## src/rtl/rv32i_pkg.sv

```systemverilog
// Shared RV32I memory-stage definitions.
// Opcodes, load/store size encodings and FSM states.
package rv32i_pkg;

  localparam logic [6:0] OP_LOAD  = 7'b0000011;
  localparam logic [6:0] OP_STORE = 7'b0100011;

  localparam logic [2:0] F3_B  = 3'b000;
  localparam logic [2:0] F3_H  = 3'b001;
  localparam logic [2:0] F3_W  = 3'b010;
  localparam logic [2:0] F3_BU = 3'b100;
  localparam logic [2:0] F3_HU = 3'b101;

  typedef enum logic [1:0] {
    S_IDLE,
    S_REQ,
    S_WAIT,
    S_DRAIN
  } mem_state_e;

endpackage

```

## src/rtl/rv32i_lsu_align.sv

```systemverilog
// Store lane steering, byte enables, misalignment
// detection and load extraction/extension.
module rv32i_lsu_align
  import rv32i_pkg::*;
#(
  parameter int XLEN = 32
) (
  input  logic [2:0]        st_f3,
  input  logic [1:0]        st_off,
  input  logic [XLEN-1:0]   st_data,
  output logic [XLEN/8-1:0] st_be,
  output logic [XLEN-1:0]   st_wdata,
  output logic              st_mis,
  input  logic [2:0]        ld_f3,
  input  logic [1:0]        ld_off,
  input  logic [XLEN-1:0]   ld_rdata,
  output logic [XLEN-1:0]   ld_data
);

  localparam int BW = XLEN / 8;

  logic [XLEN-1:0] sh_b;
  logic [XLEN-1:0] sh_h;

  // Store side: enables, replicated data, alignment
  always_comb begin
    st_be    = '0;
    st_wdata = st_data;
    st_mis   = 1'b0;
    unique case (st_f3)
      F3_B, F3_BU: begin
        st_be    = {{(BW-1){1'b0}}, 1'b1} << st_off;
        st_wdata = {(XLEN/8){st_data[7:0]}};
      end
      F3_H, F3_HU: begin
        st_be    = {{(BW-2){1'b0}}, 2'b11}
                   << {st_off[1], 1'b0};
        st_wdata = {(XLEN/16){st_data[15:0]}};
        st_mis   = st_off[0];
      end
      F3_W: begin
        st_be  = '1;
        st_mis = |st_off;
      end
      default: st_mis = 1'b1;
    endcase
  end

  // Load side: pick the lane, then extend
  always_comb begin
    sh_b    = ld_rdata >> {ld_off, 3'b000};
    sh_h    = ld_rdata >> {ld_off[1], 4'b0000};
    ld_data = ld_rdata;
    unique case (ld_f3)
      F3_B:  ld_data = {{(XLEN-8){sh_b[7]}}, sh_b[7:0]};
      F3_BU: ld_data = {{(XLEN-8){1'b0}}, sh_b[7:0]};
      F3_H:  ld_data = {{(XLEN-16){sh_h[15]}}, sh_h[15:0]};
      F3_HU: ld_data = {{(XLEN-16){1'b0}}, sh_h[15:0]};
      default: ld_data = ld_rdata;
    endcase
  end

endmodule

```

## src/rtl/rv32i_mem_stage.sv

```systemverilog
// RV32I memory stage: issues one dmem access at a
// time, retires pass-through ops with latency 1.
module rv32i_mem_stage
  import rv32i_pkg::*;
#(
  parameter int XLEN     = 32,
  parameter int REGW     = 5,
  parameter int MAX_WAIT = 15
) (
  input  logic              clk,
  input  logic              reset,
  input  logic              ex_valid,
  output logic              ex_ready,
  input  logic [XLEN-1:0]   pc_in,
  input  logic [XLEN-1:0]   iw_in,
  input  logic [XLEN-1:0]   alu_in,
  input  logic [XLEN-1:0]   rs2_in,
  input  logic [REGW-1:0]   wb_reg_in,
  input  logic              wb_en_in,
  input  logic              flush,
  output logic              dmem_req,
  output logic              dmem_we,
  output logic [XLEN-1:0]   dmem_addr,
  output logic [XLEN-1:0]   dmem_wdata,
  output logic [XLEN/8-1:0] dmem_be,
  input  logic              dmem_gnt,
  input  logic              dmem_rvalid,
  input  logic [XLEN-1:0]   dmem_rdata,
  output logic              wb_valid,
  output logic [XLEN-1:0]   pc_out,
  output logic [XLEN-1:0]   iw_out,
  output logic [XLEN-1:0]   alu_out,
  output logic [XLEN-1:0]   wb_data_out,
  output logic [REGW-1:0]   wb_reg_out,
  output logic              wb_en_out,
  output logic              mem_err
);

  localparam int CW = $clog2(MAX_WAIT + 1);
  localparam logic [CW-1:0] CMAX = CW'(MAX_WAIT);

  mem_state_e state_q, state_d;
  logic [XLEN-1:0] pc_q, pc_d, iw_q, iw_d;
  logic [XLEN-1:0] alu_q, alu_d;
  logic [REGW-1:0] rd_q, rd_d;
  logic wen_q, wen_d, ld_q, ld_d;
  logic [XLEN-1:0] addr_q, addr_d, wdat_q, wdat_d;
  logic [XLEN/8-1:0] be_q, be_d;
  logic [CW-1:0] cnt_q, cnt_d;
  logic wbv_q, wbv_d, wbe_q, wbe_d, err_q, err_d;
  logic [XLEN-1:0] pco_q, pco_d, iwo_q, iwo_d;
  logic [XLEN-1:0] aluo_q, aluo_d, wbd_q, wbd_d;
  logic [REGW-1:0] rdo_q, rdo_d;

  logic is_ld, is_st, st_mis;
  logic [XLEN/8-1:0] st_be;
  logic [XLEN-1:0] st_wdata, ld_data;
  logic ret, ret_in, ret_en, ret_err;
  logic [XLEN-1:0] ret_data;

  assign is_ld = (iw_in[6:0] == OP_LOAD);
  assign is_st = (iw_in[6:0] == OP_STORE);

  rv32i_lsu_align #(.XLEN(XLEN)) u_align (
    .st_f3    (iw_in[14:12]),
    .st_off   (alu_in[1:0]),
    .st_data  (rs2_in),
    .st_be    (st_be),
    .st_wdata (st_wdata),
    .st_mis   (st_mis),
    .ld_f3    (iw_q[14:12]),
    .ld_off   (alu_q[1:0]),
    .ld_rdata (dmem_rdata),
    .ld_data  (ld_data)
  );

  // State, held request and retirement registers
  always_ff @(posedge clk or negedge reset) begin
    if (!reset) begin
      state_q <= S_IDLE;
      pc_q    <= '0;
      iw_q    <= '0;
      alu_q   <= '0;
      rd_q    <= '0;
      wen_q   <= 1'b0;
      ld_q    <= 1'b0;
      addr_q  <= '0;
      wdat_q  <= '0;
      be_q    <= '0;
      cnt_q   <= '0;
      wbv_q   <= 1'b0;
      wbe_q   <= 1'b0;
      err_q   <= 1'b0;
      pco_q   <= '0;
      iwo_q   <= '0;
      aluo_q  <= '0;
      wbd_q   <= '0;
      rdo_q   <= '0;
    end else begin
      state_q <= state_d;
      pc_q    <= pc_d;
      iw_q    <= iw_d;
      alu_q   <= alu_d;
      rd_q    <= rd_d;
      wen_q   <= wen_d;
      ld_q    <= ld_d;
      addr_q  <= addr_d;
      wdat_q  <= wdat_d;
      be_q    <= be_d;
      cnt_q   <= cnt_d;
      wbv_q   <= wbv_d;
      wbe_q   <= wbe_d;
      err_q   <= err_d;
      pco_q   <= pco_d;
      iwo_q   <= iwo_d;
      aluo_q  <= aluo_d;
      wbd_q   <= wbd_d;
      rdo_q   <= rdo_d;
    end
  end

  // Next state, request capture and retirement
  always_comb begin
    state_d  = state_q;
    pc_d     = pc_q;
    iw_d     = iw_q;
    alu_d    = alu_q;
    rd_d     = rd_q;
    wen_d    = wen_q;
    ld_d     = ld_q;
    addr_d   = addr_q;
    wdat_d   = wdat_q;
    be_d     = be_q;
    cnt_d    = cnt_q;
    ret      = 1'b0;
    ret_in   = 1'b0;
    ret_en   = 1'b0;
    ret_err  = 1'b0;
    ret_data = alu_q;
    unique case (state_q)
      S_IDLE: begin
        if (ex_valid && !flush) begin
          if (!(is_ld || is_st)) begin
            ret      = 1'b1;
            ret_in   = 1'b1;
            ret_en   = wb_en_in;
            ret_data = alu_in;
          end else if (st_mis) begin
            ret      = 1'b1;
            ret_in   = 1'b1;
            ret_err  = 1'b1;
            ret_data = alu_in;
          end else begin
            state_d = S_REQ;
            pc_d    = pc_in;
            iw_d    = iw_in;
            alu_d   = alu_in;
            rd_d    = wb_reg_in;
            wen_d   = wb_en_in;
            ld_d    = is_ld;
            addr_d  = {alu_in[XLEN-1:2], 2'b00};
            wdat_d  = st_wdata;
            be_d    = st_be;
            cnt_d   = '0;
          end
        end
      end
      S_REQ: begin
        if (flush) begin
          // A granted load still owes us a response
          if (dmem_gnt && ld_q && !dmem_rvalid)
            state_d = S_DRAIN;
          else
            state_d = S_IDLE;
        end else if (dmem_gnt) begin
          if (!ld_q) begin
            ret     = 1'b1;
            state_d = S_IDLE;
          end else if (dmem_rvalid) begin
            ret      = 1'b1;
            ret_en   = wen_q;
            ret_data = ld_data;
            state_d  = S_IDLE;
          end else begin
            state_d = S_WAIT;
            cnt_d   = '0;
          end
        end else if (cnt_q == CMAX) begin
          ret     = 1'b1;
          ret_err = 1'b1;
          state_d = S_IDLE;
        end else begin
          cnt_d = cnt_q + 1'b1;
        end
      end
      S_WAIT: begin
        if (flush) begin
          state_d = dmem_rvalid ? S_IDLE : S_DRAIN;
        end else if (dmem_rvalid) begin
          ret      = 1'b1;
          ret_en   = wen_q;
          ret_data = ld_data;
          state_d  = S_IDLE;
        end else if (cnt_q == CMAX) begin
          ret     = 1'b1;
          ret_err = 1'b1;
          state_d = S_DRAIN;
        end else begin
          cnt_d = cnt_q + 1'b1;
        end
      end
      S_DRAIN: begin
        if (dmem_rvalid) state_d = S_IDLE;
      end
      default: state_d = S_IDLE;
    endcase

    wbv_d  = ret;
    err_d  = ret_err;
    wbe_d  = ret & ret_en;
    pco_d  = pco_q;
    iwo_d  = iwo_q;
    aluo_d = aluo_q;
    wbd_d  = wbd_q;
    rdo_d  = rdo_q;
    if (ret) begin
      pco_d  = ret_in ? pc_in : pc_q;
      iwo_d  = ret_in ? iw_in : iw_q;
      aluo_d = ret_in ? alu_in : alu_q;
      rdo_d  = ret_in ? wb_reg_in : rd_q;
      wbd_d  = ret_data;
    end
  end

  // Handshake and memory request outputs
  always_comb begin
    ex_ready = (state_q == S_IDLE);
    dmem_req = (state_q == S_REQ);
    dmem_we  = (state_q == S_REQ) && !ld_q;
  end

  assign dmem_addr   = addr_q;
  assign dmem_wdata  = wdat_q;
  assign dmem_be     = be_q;
  assign wb_valid    = wbv_q;
  assign wb_en_out   = wbe_q;
  assign mem_err     = err_q;
  assign pc_out      = pco_q;
  assign iw_out      = iwo_q;
  assign alu_out     = aluo_q;
  assign wb_data_out = wbd_q;
  assign wb_reg_out  = rdo_q;

endmodule
```

## config.mk

```make
export PLATFORM = sky130hd
export DESIGN_NAME = rv32i_mem_stage
export DESIGN_NICKNAME = d
export VERILOG_FILES = /design/src/rtl/rv32i_pkg.sv /design/src/rtl/rv32i_lsu_align.sv /design/src/rtl/rv32i_mem_stage.sv
export SDC_FILE = /design/constraint.sdc
export NUM_CORES = 1
export LEC_CHECK = 0
export CAP_MARGIN = 20
export CORE_UTILIZATION = 49
export CTS_CLUSTER_SIZE = 24
export DETAILED_ROUTE_END_ITERATION = 8
export HOLD_SLACK_MARGIN = 0.12
export PLACE_DENSITY_LB_ADDON = 0.15
export SYNTH_ARGS = -nofsm -noshare
export SYNTH_HDL_FRONTEND = slang
export SYNTH_SLANG_ARGS = --single-unit
```

## constraint.sdc

```tcl
create_clock -name clk -period 2.7 [get_ports clk]
set_input_delay 0.27 -clock clk [delete_from_list [all_inputs] [get_ports clk]]
set_output_delay 0.27 -clock clk [all_outputs]
set_load 0.01 [all_outputs]
```

==> results.py <==
metrics = {
    "floorplan": {
        "die_h_um": 169,
        "dieArea_um2": 28400,
        "dieWidth_um": 169,
        "core_um2": 27100,
        "io_pins": 379,
        "start_util": 0.501,
        "row_count": 60,
    },
    "sta": {
        "max_freq_mhz": 386,
        "slew_viol_final": 0,
        "hold_viol_final": 0,
        "tightest_slew_ns": 1.10,
        "setup_viol": 0,
        "period_share": 0.959,
        "hold-worst-slack_ns": 0.269,
        "fin_skew_ns": 0.0123,
        "relSlewSlack": 0.265,
        "totalNegativeSetupSlack_ns": 0,
        "min_period_ns": 2.59,
        "grt_setup_unrepaired": "false",
    },
    "clock_network": {
        "ctsRootBufferMaster": "clkbuf_16",
        "ctsLongestPathBuffers": 3,
        "clkLatencyLatePin_ns": 0.55,
        "clk_pin_slew_ns": 0.06,
        "cts.sinks": 281,
        "cts_inserted_buffers": 30,
        "cts_tree": "built",
        "cts_setup_buffers": 0,
        "cts_htree_levels": 1,
    },
    "route": {
        "wirelength_um": 43700,
        "viasPerCell": 5.73,
        "dr.pass1.iters": 5,
        "ant_nets": 0,
        "first_iter_violations": 1402,
        "drc_errors": 0,
        "detail_route.wl_per_cell_um": 19.4,
        "vias": 12900,
    },
    "hold_path": {
        "hp-class": "in2reg",
    },
    "final_layout": {
        "final_cell_mix": "nand2_1 (593), clkdlybuf4s50_1 (375), dfrtp_1 (281)",
        "drive_gt1_frac": 0.0585,
        "area_growth_pct": 36.3,
        "seqCellArea_um2": 7030,
        "fillers": 2201,
        "multi_input_area_um2": 5700,
        "stdcell_count": 2254,
        "final_util": 0.684,
        "fin_nets": 2040,
        "final_common_cell": "nand2_1",
    },
    "power": {
        "p_per_area_nw_per_um2": 874,
        "vdd_ir_drop_max_uv": 788,
        "p_leak_uw": 0.00803,
        "finalPower_uw": 16200,
    },
    "global_routing": {
        "grt_pass1_wl_um": 68500,
        "grt.overflow.total": 0,
        "antenna_found_initial": 2,
        "grt_util_all_layers": 0.304,
        "grt_max_degree": 83,
        "first_global_vias": 12400,
    },
    "yosys": {
        "synth_edf_count": 0,
        "syn_area_um2": 13600,
        "avgSynthCellArea_um2": 8.67,
        "ys_warn_count": 0,
        "yosys-top-cells-area": "dfrtp_1 (52%), nand2_1 (16%), a31oi_1 (5.8%)",
        "async_flop_share": 1.00,
        "ys.flop_type": "dfrtp_1",
        "synthDistinctLibCells": 56,
        "ys_seq_area_frac": 0.518,
        "syn_inst": 1567,
        "synth_top_area_frac": 0.518,
        "ys_ff_latch": 281,
        "synth_area_leader_cell": "dfrtp_1",
    },
    "critical_path": {
        "crit_chain": "inv_1 -> ha_1 -> inv_1 -> nor2_1 -> clkdlybuf4s50_1",
        "critical_path_required_ns": 2.43,
        "end_kind": "output pin",
        "cp.arrival_ns": 2.32,
        "cpPeakStageDelay_ns": 0.59,
        "crit_path_top_delay_cell": "clkdlybuf4s50_1",
        "start_kind": "flop",
        "cp_common_cell": "inv_1",
        "cp_max_fo": 10,
        "critical_path_class": "reg2out",
    },
    "placed_design": {
        "place_inst": 2201,
        "place_congestion": 0.912,
        "port_buffers": 376,
        "hpwl_um": 29500,
    },
    "outcome": {
        "status": "finished clean",
    },
    "job": {
        "max_cap_viol_count": 0,
    },
}
[report_power, final]
part	internal, µW	switching, µW	total [µW]
combinational	3120	3010	6130
clock	2250	1700	3940
sequential	5340	774	6120
[cell type report]
cell class,count,area share
diodes,1,0.000135
clock buffers,44,0.0477
inverters,12,0.00243
clock inverters,7,0.00270
flip-flops and latches,281,0.380
repair buffers,418,0.235
well taps,372,0.0251
multi-input cells,1119,0.308
[final timing paths]
check	start	endpoint	slack (ns)	cells after the start
max in group asynchronous	reset	pc_q[24]	1.54	3
worst max-delay path	state_q[1]	dmem_we	0.11	5
min in group asynchronous	reset	alu_out[21]	0.29	2
worst min-delay path	pc_in[30]	pc_q[30]	0.27	3
worst max register to register	state_q[1]	wb_data_out[24]	0.24	8
worst min register to register	pc_q[9]	pc_q[9]	0.47	2
[synth_stat cells (all sizes together) (5+ instances only)]
master and count:
nand2 594, nor2 22, mux2i 35, inv 12
o21ai 38, nand3 5, a41oi 8, nand2b 8
clkbuf 51, a31oi 126, nor3 9, dfrtp 281
buf 105, a21o 18, a221oi 24, ha 6
a22oi 7, nor2b 6, and2 7, a21oi 155
a2bb2oi 5
[state kept, by name (all words and copies together) (netlist names)]
register and flops:
pc_q 32, dmem_be 4, cnt_q 4, iw_q 32, alu_out 32, wb_en_out 1
state_q 2, dmem_wdata 32, wb_valid 1, iw_out 32, ld_q 1, wb_reg_out 5
pc_out 32, mem_err 1, alu_q 32, wb_data_out 32, rd_q 5, wen_q 1
[what timing repair did]
item                      4_1_cts  5_1_grt
hold buffers                    1        0
hold endpoints to repair       69        0
gates resized for setup         0        0
[layer usage]
layer / track usage / wire [µm]
met1: 0.407 / 17400
met2: 0.491 / 20500
met3: 0.0563 / 3940
met4: 0.123 / 1840
met5: 0 / 0
[critical path, delay by kind of cell, from the launching register on]
family	cells	cell delay, ns
buf+inv	3	0.85
flops	1	0.41
fa+ha+maj	1	0.37
simple gates	1	0.13
[cells by family after synthesis]
kind of cell / Yosys count / share of synthesized area
flip-flops: 281 / 0.518
AO/OA/AOI/OAI: 407 / 0.186
multiplexers: 38 / 0.0283
adder cells (fa/ha/maj): 6 / 0.00553
buffers and inverters: 168 / 0.0676
other: 1 / 0.000276
AND/OR/NAND/NOR: 666 / 0.195
[stage by stage]
step / area (µm²) / setup WS [ns]
after floorplan: 13600 / 0.523
after global placement: 17600 / 0.173
after detailed placement: 17600 / 0.0759
after CTS: 18500 / 0.0948
after global routing: 18500 / 0.00347
final: 18500 / 0.111
Power figures use the tool's default switching activity.
